[config.mk]
export PLATFORM = sky130hd
export DESIGN_NAME = adc128s022_scan
export DESIGN_NICKNAME = d
export VERILOG_FILES = /design/src/rtl/adc128s022_scan.sv
export SDC_FILE = /design/constraint.sdc
export NUM_CORES = 1
export LEC_CHECK = 0
export BUFFER_PORTS_ARGS = -buffer_cell sky130_fd_sc_hd__buf_2
export CELL_PAD_IN_SITES_DETAIL_PLACEMENT = 0
export CELL_PAD_IN_SITES_GLOBAL_PLACEMENT = 1
export CORE_AREA = 4 4 148 136
export CTS_BUF_LIST = sky130_fd_sc_hd__clkbuf_16
export DETAILED_ROUTE_END_ITERATION = 10
export DIE_AREA = 0 0 152 140
export PLACE_DENSITY_LB_ADDON = 0.1
export SLEW_MARGIN = 20
export SYNTH_ARGS = -nofsm -noshare
export SYNTH_HDL_FRONTEND = slang
export SYNTH_SLANG_ARGS = --single-unit
[constraint.sdc]
create_clock -name clock_50 -period 2.75 [get_ports clock_50]
set_clock_uncertainty 0.05 [all_clocks]
set_input_delay 0.55 -clock clock_50 [delete_from_list [all_inputs] [get_ports clock_50]]
set_output_delay 0.55 -clock clock_50 [all_outputs]
set_load 0.02 [all_outputs]
[src/rtl/adc128s022_scan.sv]
// Scan controller for the ADC128S022 8-channel 12-bit SPI ADC: runs one frame
// per channel with pipelined addressing and keeps the latest result per channel.
module adc128s022_scan #(
    parameter int CLK_DIV = 8,
    parameter int NUM_CH  = 8
) (
    input  logic        clock_50,
    input  logic        reset_n,
    input  logic        start,
    input  logic        cont,
    input  logic [2:0]  rd_ch,
    output logic [11:0] rd_data,
    output logic        busy,
    output logic        sample_valid,
    output logic [2:0]  sample_ch,
    output logic [11:0] sample_data,
    output logic        adc_cs_n,
    output logic        adc_sclk,
    output logic        adc_saddr,
    input  logic        adc_sdat
);

    generate
        if (NUM_CH < 1 || NUM_CH > 8) begin : g_bad_num_ch
            $error("adc128s022_scan: NUM_CH must be in 1..8");
        end
        if (CLK_DIV < 2) begin : g_bad_clk_div
            $error("adc128s022_scan: CLK_DIV must be at least 2");
        end
    endgenerate

    localparam int               DIV_W         = $clog2(2 * CLK_DIV);
    localparam logic [DIV_W-1:0] LP_HALF_LAST  = DIV_W'(CLK_DIV - 1);
    localparam logic [DIV_W-1:0] LP_GAP_LAST   = DIV_W'(2 * CLK_DIV - 1);
    localparam logic [2:0]       LP_LAST_FRAME = 3'(NUM_CH - 1);
    localparam logic [3:0]       LP_NUM_CH     = 4'(NUM_CH);

    typedef enum logic [2:0] {
        ST_INIT,
        ST_IDLE,
        ST_SETUP,
        ST_SHIFT,
        ST_GAP
    } state_t;

    state_t           r_state;
    logic [DIV_W-1:0] r_div;
    logic             r_half;      // 0: SCLK low half, 1: SCLK high half
    logic [3:0]       r_bit;
    logic [2:0]       r_frame;
    logic             r_init;      // current frame is the post-reset dummy frame
    logic [10:0]      r_shift;
    logic             r_cs_n;
    logic             r_sclk;
    logic             r_saddr;
    logic             r_busy;
    logic             r_valid;
    logic [2:0]       r_sample_ch;
    logic [11:0]      r_sample_data;
    logic [11:0]      r_bank [0:7];
    logic [11:0]      r_rd_data;

    logic [2:0]       w_addr;
    logic             w_last_frame;
    logic [3:0]       w_next_bit;
    logic             w_next_din;
    logic [11:0]      w_result;

    // Frame i addresses channel i+1 so its conversion lands in frame i+1;
    // the last frame wraps to channel 0 to prime the next scan.
    always_comb begin
        // NOTE: every combinational output gets a default first, so no path
        // through this block can leave a value held (no latch).
        w_addr       = 3'd0;
        w_last_frame = r_init || (r_frame == LP_LAST_FRAME);
        if (!r_init && (r_frame != LP_LAST_FRAME)) begin
            w_addr = r_frame + 3'd1;
        end
        w_next_bit = r_bit + 4'd1;
        case (w_next_bit)
            4'd2:    w_next_din = w_addr[2];
            4'd3:    w_next_din = w_addr[1];
            4'd4:    w_next_din = w_addr[0];
            default: w_next_din = 1'b0;
        endcase
        w_result = {r_shift, adc_sdat};
    end

    // NOTE: all state is updated with non-blocking assignments so every
    // register sees the pre-edge values of the others.
    always_ff @(posedge clock_50 or negedge reset_n) begin
        if (!reset_n) begin
            r_state       <= ST_INIT;
            r_div         <= '0;
            r_half        <= 1'b0;
            r_bit         <= 4'd0;
            r_frame       <= 3'd0;
            r_init        <= 1'b0;
            r_shift       <= '0;
            r_cs_n        <= 1'b1;
            r_sclk        <= 1'b1;
            r_saddr       <= 1'b0;
            r_busy        <= 1'b1;
            r_valid       <= 1'b0;
            r_sample_ch   <= 3'd0;
            r_sample_data <= 12'd0;
            r_rd_data     <= 12'd0;
            // NOTE: the bank is eight flop words that must read back as 0
            // after reset, so it is reset here rather than left as RAM.
            for (int i = 0; i < 8; i++) begin
                r_bank[i] <= 12'd0;
            end
        end else begin
            r_valid   <= 1'b0;
            r_rd_data <= ({1'b0, rd_ch} < LP_NUM_CH) ? r_bank[rd_ch] : 12'd0;

            case (r_state)
                ST_INIT: begin
                    r_state <= ST_SETUP;
                    r_init  <= 1'b1;
                    r_cs_n  <= 1'b0;
                    r_div   <= '0;
                end

                ST_IDLE: begin
                    if (start || cont) begin
                        r_state <= ST_SETUP;
                        r_cs_n  <= 1'b0;
                        r_busy  <= 1'b1;
                        r_div   <= '0;
                    end
                end

                ST_SETUP: begin
                    if (r_div == LP_HALF_LAST) begin
                        r_state <= ST_SHIFT;
                        r_div   <= '0;
                        r_half  <= 1'b0;
                        r_bit   <= 4'd0;
                        r_frame <= 3'd0;
                        r_sclk  <= 1'b0;
                        r_saddr <= 1'b0;
                    end else begin
                        r_div <= r_div + 1'b1;
                    end
                end

                ST_SHIFT: begin
                    if (r_div != LP_HALF_LAST) begin
                        r_div <= r_div + 1'b1;
                    end else if (!r_half) begin
                        r_div  <= '0;
                        r_half <= 1'b1;
                        r_sclk <= 1'b1;
                    end else begin
                        // Last cycle of the high half: DOUT is sampled here.
                        r_div   <= '0;
                        r_half  <= 1'b0;
                        r_shift <= {r_shift[9:0], adc_sdat};
                        if (r_bit != 4'd15) begin
                            r_bit   <= w_next_bit;
                            r_sclk  <= 1'b0;
                            r_saddr <= w_next_din;
                        end else begin
                            r_bit <= 4'd0;
                            if (!r_init) begin
                                r_valid         <= 1'b1;
                                r_sample_ch     <= r_frame;
                                r_sample_data   <= w_result;
                                r_bank[r_frame] <= w_result;
                            end
                            if (w_last_frame) begin
                                r_state <= ST_GAP;
                                r_cs_n  <= 1'b1;
                                r_saddr <= 1'b0;
                            end else begin
                                r_frame <= r_frame + 3'd1;
                                r_sclk  <= 1'b0;
                                r_saddr <= 1'b0;
                            end
                        end
                    end
                end

                ST_GAP: begin
                    if (r_div == LP_GAP_LAST) begin
                        r_div <= '0;
                        if (cont && !r_init) begin
                            r_state <= ST_SETUP;
                            r_cs_n  <= 1'b0;
                        end else begin
                            r_state <= ST_IDLE;
                            r_busy  <= 1'b0;
                            r_init  <= 1'b0;
                        end
                    end else begin
                        r_div <= r_div + 1'b1;
                    end
                end

                default: begin
                    r_state <= ST_INIT;
                end
            endcase
        end
    end

    assign rd_data      = r_rd_data;
    assign busy         = r_busy;
    assign sample_valid = r_valid;
    assign sample_ch    = r_sample_ch;
    assign sample_data  = r_sample_data;
    assign adc_cs_n     = r_cs_n;
    assign adc_sclk     = r_sclk;
    assign adc_saddr    = r_saddr;

endmodule

# After elaboration in Yosys (flattened, before gate mapping)
# Index checks and enable logic that the tools add are counted.
# word_totals
register_bits	155
inputBits	8
output_inout_bits	32
elab_cells	145
# op_classes
n_addsub	3
n_lt_le_gt_ge	3
n_eq_ne	24
muxes	64
bitwise	5
reduce_logical	23
# op_table
cell	n
$bwmux W96	1
$mux W3	13
$bmux W12 S3	1
$demux W12 S3	1
$mux W12	3
$mux W4	8
$mux W1	25
$ne A2 B2 Y1 const B	10
$pmux W4 S5	1
$pmux W3 S5	1
$reduce_and A4 Y1	3
$pmux W1 S2	5
$reduce_and A3 Y1	3
$add A4 B1 Y4 const B	2
$eq A4 B2 Y1 const B	2
$eq A4 B3 Y1 const B	2
$ge A4 B4 Y1 const B	2
$ne A4 B4 Y1 const B	2
$not A3 Y4	2
$pmux W4 S2	1
$reduce_and A8 Y1	1
$reduce_and A7 Y1	1
$eq A3 B2 Y1 const B	2
$eq A3 B3 Y1 const B	2
21 further kinds	28

# Logic depth before layout (Yosys ltp)
# depth
depth_word	8
depth_mapped	6
mapped_depth_nobuf	6

# Least setup slack after synthesis
# Ideal clock, no wire load.
# synth_path
path_kind	input-to-reg
start	input port rd_ch[0]
end	register r_rd_data[10] (netlist: rd_data[10])
setup_ns	0.125
arrival_time_ns	1.945
required_ns	2.575
path_slack_ns	0.630
stages	4
n_path_buf	2
cell_sequence	clkbuf_1 buf_2 mux4_2 mux2_2
# synth_via
elab_chain_cells	4
# synth_rtl
element	line_no	rtl
start: declaration	11	input logic [2:0] rd_ch,
$not A3 Y4 (not written as such)	115	r_rd_data <= ({1'b0, rd_ch} < LP_NUM_CH) ? r_bank[rd_ch] : 12'd0;
$bmux W12 S3	115	
$mux W12 (not written as such) (2 in series)	115	
end signal: assignment	115	
end: declaration	61	logic [11:0] r_rd_data;
# Every way passes these cells. The select of a mux whose other input is x is not followed.
# A chain may end at the register's enable or synchronous reset.

# Worst setup path in the final report
# layout_path
start	register r_state[2]
end	register r_frame[0]
# layout_via
elab_chain_cells	3
word_cells_on_any_way	10
cone_classes	7 x eq/ne; 1 x mux; 2 x reduce/logical
# layout_rtl
element	line_no	rtl
start: declaration	46	state_t r_state;
start signal: assignment	93	r_state <= ST_INIT;
start signal: assignment	119	r_state <= ST_SETUP;
start signal: assignment	127	r_state <= ST_SETUP;
$eq A3 B2 Y1	117	case (r_state)
$ne A2 B2 Y1 (no line) / $reduce_bool A2 Y1 (equally long branches)	-	
$reduce_and A6 Y1 (no line)	-	
end signal: assignment	177	r_frame <= r_frame + 3'd1;
end: declaration	50	logic [2:0] r_frame;
# Parallel ways exist; a longest one is shown, timed or not.

==> flow_summary.ini <==
[cts]
ctsResizeCount = 0
clkLatencyLatePin_ns = 0.42
path_clk_slew_ns = 0.06
cts_buffers = 17
htree_levels = 4
clk_path_buf_depth = 2
root_buffer = clkbuf_16
hold_buffers = 0
clkSinkCount = 155
cts_tree = yes
cts_setup_buffers = 0

[global_route]
grt_pass1_vias = 4326
grt_pass1_wl_um = 25400
grt-ovfl-total = 0
antenna_found_initial = 0
globalRouteTotalUtil_pct = 15.3
grt_start_max_net_pins = 58

[setup_path]
worst-path-stages = 4
cp_slowest_cell = or4_1
reg2regPathDepth = 4
r2r_start = r_state[2]$_DFFE_PN0P_
crit_arrival_ns = 2.54
critPathRequiredTime_ns = 3.00
path_max_fanout = 16
critPathBufInv = 0
cp_cell_sequence = nand2b_1 > or4_1 > a211oi_4 > mux2_4
path_delay_family = simple AND/OR/NAND/NOR gates
critPathMaxStageDelay_ns = 0.66
rr_endpoint = r_frame[0]$_DFFE_PN0P_
cp-end-kind = flop
cp-start-kind = flop
reg2reg_slack_ns = 0.46
path_class = flop to flop

[finish]
most-common-layout-cells = dfrtp_1 (152), mux2_2 (135), buf_2 (38), mux4_2 (24)
syn2layout_area_growth_pct = 16.9
layout_commonest_cell = dfrtp_1
diodes = 0
seq_area_sq_um = 3880
n_fill_cell = 1742
multiInputGateArea_sq_um = 2860
drive_gt1_share_pct = 50.6
nets = 531

[placement]
portBuffers = 39
gp_congestion = 0.741
dp.final_hpwl_um = 9730

[timing]
period_minus_slack_ns = 2.29
setup_viol = 0
tightest_slew_ns = 0.585
setup_tns_ns = 0
slew_viol_final = 0
fin_hold_ws_ns = 0.0501
rsz0062_at_grt = no
fin_crit_sh_pct = 83.2
clock.fmax_mhz = 437
max-slew-margin-rel_pct = 61.0
hold_viol_final = 0

[floorplan]
dieWidth_um = 152
fp.dieH_um = 140
rows = 48
coreArea_sq_um = 18700
ios = 40
die_area_sq_um = 21300
start_util_pct = 37.0

[job]
drv_cap = 0

[synthesis]
yosysWarningCount = 0
syn_area_sq_um = 6940
seq_area_frac_synth_pct = 55.9
synth_area_per_cell_sq_um = 14.6
synth_cells = 476
synth-seq-cells = 155
synth_top_area_share_pct = 54.8
async_flop_share_pct = 100
yosysUniqueCellTypes = 57
synth-edff-count = 0
synth_ff_type = dfrtp_1
syn-num-nets = 490
yosys-top-cells-area = dfrtp_1 (55%), mux2_2 (22%), mux4_2 (7.8%), dfstp_2 (1.1%), buf_2 (1.1%)
synth_top_area_cell = dfrtp_1

[outcome]
run_status = finished, final reports clean

[pwr]
powerDensity_nw_per_um2 = 702
ir_drop_uv = 441
power.leakage_nw = 3.94
finalPower_mw = 5.70

[detailed_routing]
drt_iter0_drc = 231
firstDrtPassIters = 4
drt_wl_total_um = 15100
drc_errors = 0
antenna_left = 0
drt-wirelength-per-cell_um = 19.4
viasPerCell = 5.18
vias = 4040

[worst_hold_path]
hp-class = input pin to asynchronous set/reset pin
-- registers in the layout, summed over array words and instances, names as in the netlist, 3 cells and up --
register     cells
r_state          3
r_bank          96
r_shift         11
rd_data         12
sample_ch        3
r_bit            4
sample_data     12
r_frame          3
r_div            4
-- metrics by stage --
step,worst slack (ns),instance area [sq um],cells,utilization (%)
4_1_cts,0.475,8110,780,43.3
5_1_grt,0.366,8110,780,43.3
3_5_place_dp,0.489,7500,748,40.0
3_3_place_gp,0.531,7500,748,40.0
2_1_floorplan,0.630,6940,476,-
6_report,0.463,8110,780,43.3
-- cells by family after synthesis --
group	synth area share (%)
compound gates	4.02
flops	55.9
buf+inv	2.97
simple gates	5.66
mux	30.3
fa+ha+maj	1.08
-- area by class of cell --
class,count,area share [%]
repair buffers,60,5.04
flip-flops and latches,155,47.9
clock buffers,17,5.24
inverters,9,0.416
clock inverters,15,2.28
multi-input cells,274,35.3
well taps,250,3.86
-- where the power goes --
part           leakage (nW)  switching, mW  internal, mW  total (mW)
Clock                 0.304          0.916          1.50        2.42
Combinational          1.52          0.376         0.287       0.663
Sequential             2.12          0.206          2.41        2.61
-- Yosys cell counts (2+ instances only) --
cell type / count
dfrtp_1: 152
mux2_2: 135
mux4_2: 24
clkbuf_1: 17
buf_2: 15
o21ai_0: 12
nand2_1: 11
nand3_1: 10
nor2_1: 10
inv_1: 9
a21oi_1: 8
ha_1: 6
nand3b_1: 5
and2_1: 3
buf_1: 3
buf_4: 3
dfstp_2: 3
mux2i_1: 3
nor3_1: 3
or2_2: 3
a22oi_1: 2
and3b_1: 2
nand2b_1: 2
or3_2: 2
-- routing by layer --
metal  vias to the layer above  GRT usage [%]  share of wire, %
met5                         -              0                 0
met4                         0           4.49               1.5
met3                        18           3.49               3.8
met2                        77           22.8                45
met1                      2116           22.4                50
li1                       1829              -                 -
-- worst reg2reg max path: stages (launching register included) --
cell	delay (ns)
dfrtp_1	0.54
nand2b_1	0.29
or4_1	0.66
a211oi_4	0.30
mux2_4	0.33
-- how the worst max path moves through the flow --
stage,endpoint,slack (ns),from
floorplan,rd_data[10]$_DFF_PN0_,0.63,rd_ch[0]
global placement,r_frame[0]$_DFFE_PN0P_,0.53,r_div[1]$_DFFE_PN0P_
detailed placement,r_frame[0]$_DFFE_PN0P_,0.49,r_div[1]$_DFFE_PN0P_
CTS,r_frame[0]$_DFFE_PN0P_,0.47,r_div[1]$_DFFE_PN0P_
global route,r_frame[0]$_DFFE_PN0P_,0.37,r_div[1]$_DFFE_PN0P_
finish,r_frame[0]$_DFFE_PN0P_,0.46,r_state[2]$_DFFE_PN0P_
No activity file was read; power rests on OpenSTA's default activity.
